### config.mk
export PLATFORM = sky130hd
export DESIGN_NAME = llc_bus_responder
export DESIGN_NICKNAME = d
export VERILOG_FILES = /design/src/rtl/LLC_defs.sv /design/src/rtl/llc_sat_counter.sv /design/src/rtl/llc_bus_responder.sv
export SDC_FILE = /design/constraint.sdc
export NUM_CORES = 1
export LEC_CHECK = 0
export CORE_ASPECT_RATIO = 1.2
export CORE_MARGIN = 3
export CORE_UTILIZATION = 65
export DETAILED_ROUTE_END_ITERATION = 12
export DONT_BUFFER_PORTS = 1
export PLACE_DENSITY = 0.8
export SLEW_MARGIN = 5
export SYNTH_ARGS = -nofsm -noshare
export SYNTH_HDL_FRONTEND = slang
export SYNTH_SLANG_ARGS = --single-unit
### constraint.sdc
create_clock -name clk -period 3.83 [get_ports clk]
set_clock_uncertainty 0.2 [all_clocks]
set_input_delay 1.149 -clock clk [delete_from_list [all_inputs] [get_ports clk]]
set_output_delay 1.149 -clock clk [all_outputs]
set_load 0.1 [all_outputs]
### src/rtl/LLC_defs.sv
// Shared LLC bus definitions: operation and snoop codes,
// responder states and the address-based snoop rule.
package LLC_defs;

  typedef enum logic [2:0] {
    NOBUSOP    = 3'd0,
    READ       = 3'd1,
    WRITE      = 3'd2,
    INVALIDATE = 3'd3,
    RWIM       = 3'd4
  } busOperation;

  typedef enum logic [1:0] {
    NOHIT = 2'd0,
    HIT   = 2'd1,
    HITM  = 2'd2
  } snoopResults;

  typedef enum logic [2:0] {
    IDLE    = 3'd0,
    SNOOP   = 3'd1,
    MEMWAIT = 3'd2,
    SEND    = 3'd3,
    SINK    = 3'd4
  } rsp_state_t;

  // Other caches never claim a line that the LLC is writing back.
  function automatic snoopResults snoop_of(
    input busOperation op,
    input logic [1:0]  lo
  );
    snoopResults r;
    r = NOHIT;
    if (op != WRITE) begin
      unique case (lo)
        2'b00:   r = HIT;
        2'b01:   r = HITM;
        default: r = NOHIT;
      endcase
    end
    return r;
  endfunction

endpackage

### src/rtl/llc_sat_counter.sv
// 32-bit event counter that sticks at all-ones
// instead of wrapping.
module llc_sat_counter (
  input  logic        clk,
  input  logic        rst_n,
  input  logic        inc,
  output logic [31:0] count
);

  // Count one event per cycle, holding at the ceiling.
  always_ff @(posedge clk or negedge rst_n) begin
    if (!rst_n) begin
      count <= '0;
    end else if (inc && (count != 32'hFFFF_FFFF)) begin
      count <= count + 32'd1;
    end
  end

endmodule

### src/rtl/llc_bus_responder.sv
// Bus-side responder for the LLC: models peer snoops
// and memory, sourcing or sinking one line per op.
module llc_bus_responder
  import LLC_defs::*;
#(
  parameter int ADDR_WIDTH    = 32,
  parameter int DATA_WIDTH    = 64,
  parameter int LINE_BYTES    = 64,
  parameter int SNOOP_LATENCY = 2,
  parameter int MEM_LATENCY   = 4
) (
  input  logic                  clk,
  input  logic                  rst_n,
  input  logic                  req_valid,
  output logic                  req_ready,
  input  busOperation           req_busop,
  input  logic [ADDR_WIDTH-1:0] req_addr,
  output logic                  snoop_valid,
  output snoopResults           snoop_result,
  output logic                  data_valid,
  output logic                  data_last,
  output logic [DATA_WIDTH-1:0] data_out,
  input  logic                  data_in_valid,
  input  logic [DATA_WIDTH-1:0] data_in,
  output logic [DATA_WIDTH-1:0] wr_checksum,
  output logic                  busy,
  output logic [31:0]           cnt_reads,
  output logic [31:0]           cnt_writes,
  output logic [31:0]           cnt_invals,
  output logic [31:0]           cnt_rwims
);

  localparam int BEATS = LINE_BYTES * 8 / DATA_WIDTH;
  localparam int BPB   = DATA_WIDTH / 8;
  localparam int M1    = (SNOOP_LATENCY > MEM_LATENCY) ?
                         SNOOP_LATENCY : MEM_LATENCY;
  localparam int M2    = (M1 > BEATS) ? M1 : BEATS;
  localparam int CW    = $clog2(M2 + 1);

  rsp_state_t            state;
  rsp_state_t            state_nxt;
  busOperation           op;
  logic [ADDR_WIDTH-1:0] addr_q;
  logic [ADDR_WIDTH-1:0] line_base;
  logic [CW-1:0]         cnt;
  logic [CW-1:0]         wait_len;
  logic [DATA_WIDTH-1:0] acc;
  snoopResults           res;
  logic                  accept;
  logic                  snoop_done;
  logic                  wait_done;
  logic                  send_done;
  logic                  sink_done;

  assign accept     = req_valid && req_ready &&
                      (req_busop != NOBUSOP);
  assign res        = snoop_of(op, addr_q[1:0]);
  assign line_base  = addr_q & ~ADDR_WIDTH'(LINE_BYTES - 1);
  assign snoop_done = (state == SNOOP) &&
                      (cnt == CW'(SNOOP_LATENCY - 1));
  assign wait_done  = (state == MEMWAIT) &&
                      (cnt == wait_len - CW'(1));
  assign send_done  = (state == SEND) && (cnt == CW'(BEATS - 1));
  assign sink_done  = (state == SINK) && data_in_valid &&
                      (cnt == CW'(BEATS - 1));

  // State register.
  always_ff @(posedge clk or negedge rst_n) begin
    if (!rst_n) state <= IDLE;
    else        state <= state_nxt;
  end

  // Next-state selection.
  always_comb begin
    state_nxt = state;
    unique case (state)
      IDLE:    if (accept) state_nxt = SNOOP;
      SNOOP: begin
        if (snoop_done) begin
          unique case (op)
            INVALIDATE: state_nxt = IDLE;
            WRITE:      state_nxt = SINK;
            default:    state_nxt = MEMWAIT;
          endcase
        end
      end
      MEMWAIT: if (wait_done) state_nxt = SEND;
      SEND:    if (send_done) state_nxt = IDLE;
      SINK:    if (sink_done) state_nxt = IDLE;
      default: state_nxt = IDLE;
    endcase
  end

  // State-decoded outputs; data beats walk up the line.
  always_comb begin
    req_ready  = (state == IDLE);
    busy       = (state != IDLE);
    data_valid = (state == SEND);
    data_last  = send_done;
    data_out   = '0;
    if (state == SEND) begin
      data_out = DATA_WIDTH'(line_base) +
                 DATA_WIDTH'(cnt) * DATA_WIDTH'(BPB);
    end
  end

  // Request latch, latency/beat counting, snoop pulse and
  // write-back accumulation.
  always_ff @(posedge clk or negedge rst_n) begin
    if (!rst_n) begin
      op           <= NOBUSOP;
      addr_q       <= '0;
      cnt          <= '0;
      wait_len     <= '0;
      acc          <= '0;
      wr_checksum  <= '0;
      snoop_valid  <= 1'b0;
      snoop_result <= NOHIT;
    end else begin
      snoop_valid <= 1'b0;
      if (accept) begin
        op     <= req_busop;
        addr_q <= req_addr;
        cnt    <= '0;
        acc    <= '0;
      end else if (snoop_done) begin
        snoop_valid  <= 1'b1;
        snoop_result <= res;
        cnt          <= '0;
        wait_len     <= (res == HITM) ? CW'(1) : CW'(MEM_LATENCY);
      end else if (wait_done || send_done) begin
        cnt <= '0;
      end else if (state == SINK) begin
        if (data_in_valid) begin
          acc <= acc ^ data_in;
          cnt <= cnt + CW'(1);
          if (sink_done) begin
            wr_checksum <= acc ^ data_in;
            cnt         <= '0;
          end
        end
      end else if (state != IDLE) begin
        cnt <= cnt + CW'(1);
      end
    end
  end

  llc_sat_counter u_cnt_reads (
    .clk   (clk),
    .rst_n (rst_n),
    .inc   (accept && (req_busop == READ)),
    .count (cnt_reads)
  );

  llc_sat_counter u_cnt_writes (
    .clk   (clk),
    .rst_n (rst_n),
    .inc   (accept && (req_busop == WRITE)),
    .count (cnt_writes)
  );

  llc_sat_counter u_cnt_invals (
    .clk   (clk),
    .rst_n (rst_n),
    .inc   (accept && (req_busop == INVALIDATE)),
    .count (cnt_invals)
  );

  llc_sat_counter u_cnt_rwims (
    .clk   (clk),
    .rst_n (rst_n),
    .inc   (accept && (req_busop == RWIM)),
    .count (cnt_rwims)
  );

endmodule

==> impl_summary.txt, run 1 <==
----------------------------------------------------
[Routing]
  Total wire length ... around 37,000 um
  Via-to-Cell Ratio ... around 5.8
  Post-route DRC violation count ... 0
  Total via count in the routed design ... 11.3k
  Drt first pass iters ... 5
  Average wire length per cell after detail routing ... around 19 um
  Iteration-0 DRC count of the detailed router ... 551
  Residual antenna-violating net count after detailed routing ... 0

[Cells and area]
  Area taken by multi-input logic gates ... ~6800 um2
  Register area ... 7490 um2
  Final instance area ... between 15,000 and 20,000 um2
  Total of fill cells in the finished design ... roughly 1.3k
  Proportion of layout cells with a drive suffix above 1 ... 0.197
  Number of nets in the final layout ... between 1.5k and 2k
  Area grow syn2layout ... 19.1%

[Clocking]
  Clock sink count ... 299
  CTS tree ... done
  Number of buffers inserted for hold repair after clock tree synthesis ... 0
  TritonCTS Buffers ... 30
  Clock Latency Late Sink ... ~0.55 ns
  Master cell of the clock root buffer ... clkbuf_16
  Clock-pin slew reported for the worst setup and hold paths after clock tree synthesis ... about 0.070 ns
  Buffer depth of the longest clock path ... 3
  Maximum level of the CTS H-tree ... 1

[Logic synthesis]
  Mean Syn Cell Area ... 9.88 um2
  Proportion of netlist area held by the largest area contributor ... 0.514
  Instance count of the mapped netlist ... 1,472
  Cell type with the largest total area after synthesis ... dfrtp_1
  Distinct cell type count of the synthesized netlist ... 65
  Register area share after synthesis ... 0.514
  Synth Register Bits ... between 200 and 300
  Warning count from the yosys run ... 0
  Top area cells in the synthesized netlist ... dfrtp_1, xnor2_1, nor2_1
  Proportion of register bits with asynchronous set or reset after synthesis ... 1.00
  Primary flip-flop cell chosen by synthesis mapping ... dfrtp_1
  Number of flops mapped to enable cells by yosys ... 0
  Syn Std Cell Area ... 14,500 um2

[Floorplan]
  Vertical die dimension ... between 150 and 200 um
  Starting Density ... 0.666
  Site Rows ... 59
  Core area ... about 22,000 um2
  Area of the die ... around 24,000 um2
  Die outline width ... approximately 140 um
  I/O pin count ... between 300 and 400

[Timing]
  Actual transition at the worst max-transition pin ... 1.02 ns
  Final Max Slew Viols ... 0
  Finish-stage setup viols ... 0
  Highest Clock Rate ... ~270 MHz
  Setup slack of the critical path after layout ... between 0.06 and 0.07 ns
  Hold Vio Cnt, Final ... 0
  Max-slew headroom at the worst pin ... 0.323
  Part of the cycle the worst path needs ... 0.982
  Fin crit period ... approximately 3.8 ns
  Final Hold Slack ... around 0.099 ns

[Placement]
  Total placed instance area ... between 15,000 and 20,000 um2
  Final weighted congestion of routability-driven global placement ... slightly below 0.9
  Number of buffers inserted by port buffering ... 0
  Post-placement worst setup slack ... just over 0.5 ns
  HPWL Detailed ... roughly 25,000 um

[Worst setup path]
  Required time of the critical path ... between 2 and 2.5 ns
  Largest fanout on the critical path ... 7
  R2r startpoint ... u_cnt_invals.count[16]
  Most common cell type on the critical path ... ha_2
  Maximum single-stage delay on the critical path ... around 0.35 ns
  Setup slack on the worst flop-to-flop path ... 0.90 ns
  CP Cell Sequence ... ha_2 > ha_2 > nand3_2 > nor3_1 > xnor2_1 > nor2_2 > buf_12
  Arrival @ worst endpoint ... roughly 2.4 ns
  Source of the critical timing path ... addr_q[6]
  WP buf/inv ... 1
  Startpoint type of the worst setup path ... register
  Kind of cell adding the most delay to the critical path ... simple AND/OR/NAND/NOR gates
  Type of the setup path with the least slack ... reg -> out
  Cell with the largest stage delay on the worst path ... dfrtp_1
  Critical Path End Type ... output pin

[Power and ir drop]
  Worst ir drop on vdd ... between 0.5 and 0.6 mV
  Total power divided by cell area ... 642 nW/um2
  Static leakage ... 7.88 nW

[Global routing]
  Tot GR Track Use ... 0.289
  Vias in the first global route ... between 10k and 15k
  Wire length of the first global-routing pass ... around 57,000 um
  Total gr overflow ... 0
  Largest net degree at the start of global routing ... 300
  Antenna violations before repair ... 2

[Status]
  Status ... completed

[Hold path]
  Hold Path Class ... in -> async

[Flow run]
  Maxcap violations ... 0

----------------------------------------------------
per-layer routing:
| metal | wire (um) | vias up | global-route usage |
|---|---|---|---|
| met1 | 13200 | 5494 | 0.331 |
| met3 | 3470 | 99 | 0.0888 |
| met2 | 18500 | 420 | 0.508 |
| met5 | 0 | - | 0 |
| met4 | 1370 | 0 | 0.105 |
| li1 | - | 5248 | - |
cell families after synthesis:
kind of cell | count (synthesis) | share of synthesized area
compound gates | 171 | 0.0638
xor+xnor | 239 | 0.144
fa+ha+maj | 9 | 0.00774
buf+inv | 111 | 0.0382
flops | 299 | 0.514
mux | 32 | 0.0247
other cells | 1 | 0.000258
simple gates | 610 | 0.207
registers in the layout, summed over array words and instances, names as in the netlist:
register / count
acc: 64
wr_checksum: 64
u_cnt_invals.count: 32
u_cnt_reads.count: 32
u_cnt_rwims.count: 32
u_cnt_writes.count: 32
addr_q: 28
cnt: 4
op: 3
state: 3
snoop_result: 2
wait_len: 2
snoop_valid: 1
cell usage in the layout, fill, tap and decap left out, drive strengths merged, types with 4 or more instances in the layout:
master,count
ha,9
a21oi,73
and4,8
mux2,31
o21ai,77
nor3,43
or4,6
clkinv,4
and2,13
clkinvlp,4
inv,29
or3,8
buf,177
clkbuf,45
nor3b,5
nand4,45
and3,22
or2,5
xor2,83
dfrtp,299
conb,34
nand3,57
nor2,202
nand2,149
nor4,29
xnor2,156
synth_stat cells, types with 3 or more instances:
library cell and number:
nand4_1 44, xor2_1 83, dfrtp_1 299, and4_1 8, buf_1 4, and3_1 22
xnor2_1 156, nand2_1 147, or3b_2 3, inv_1 29, buf_4 34, a31oi_1 3
mux2_2 30, nor4_1 22, or3_1 6, clkbuf_1 40, and2_1 12, nor2_1 201
o21a_1 3, or4_1 6, buf_2 3, or2_2 5, o21ai_0 74, ha_1 9
nor3_1 41, a21oi_1 73, nor3b_1 5, nand3_1 57, nor4_2 5
stage by stage:
step           utilization  std cells  TNS (ns)  power [mW]
2_1_floorplan            -       1505   -0.0889        7.13
3_3_place_gp         0.740       1870         0        7.89
3_5_place_dp         0.740       1870         0        8.00
4_1_cts              0.789       1926         0        11.1
5_1_grt              0.793       1932    -0.173        11.5
6_report             0.793       1933         0        11.1
where the power goes:
group,internal (mW),switching [mW]
registers,3.64,0.943
logic,1.12,2.38
clock network,1.82,1.22
worst reg2reg max path, stage by stage (launching register included):
cell	delay (ns)
dfrtp_1	0.33
buf_4	0.32
nand4_1	0.31
nor4_2	0.65
nand3b_1	0.42
nand2_1	0.25
mux2_2	0.35
area by class of cell:
| class | instances | share of cell area |
|---|---|---|
| clock buffer | 45 | 0.0518 |
| antenna | 3 | 0.000433 |
| tap | 274 | 0.0198 |
| sequential | 299 | 0.432 |
| timing repair buffer | 177 | 0.0896 |
| inverter | 29 | 0.00628 |
| multi-input combinational | 1095 | 0.392 |
| clock inverter | 11 | 0.00809 |
timing repair:
action	CTS	global route
setup endpoints to repair	9	11
buffers inserted	0	4
pin swaps	0	2
resized for setup	8	11
worst paths after layout:
path,end,cells after the start
min in group clk,wait_len[2],1
worst min-delay path,u_cnt_invals.count[24],0
worst max-delay path,data_out[28],7
max in group asynchronous,addr_q[8],0
worst min register to register,wait_len[2],1
worst max register to register,u_cnt_invals.count[1],6
Note: power is estimated with default switching activity, not from simulation.
==> run 2: changes to the inputs <==
--- a/config.mk
+++ b/config.mk
@@ -5,6 +5,7 @@
 export SDC_FILE = /design/constraint.sdc
 export NUM_CORES = 1
 export LEC_CHECK = 0
+export ABC_CLOCK_PERIOD_IN_PS = 3830
 export CORE_ASPECT_RATIO = 1.2
 export CORE_MARGIN = 3
 export CORE_UTILIZATION = 65
==> results of run 2 <==
No change in the layout: final DEF, timing and power equal those of run 1.
==> run 3: changes to the inputs <==
--- a/config.mk
+++ b/config.mk
@@ -11,6 +11,7 @@
 export CORE_UTILIZATION = 65
 export DETAILED_ROUTE_END_ITERATION = 12
 export DONT_BUFFER_PORTS = 1
+export HOLD_SLACK_MARGIN = 0.03
 export PLACE_DENSITY = 0.8
 export SLEW_MARGIN = 5
 export SYNTH_ARGS = -nofsm -noshare
==> results of run 3 <==
No change in the layout: final DEF, timing and power equal those of run 1.
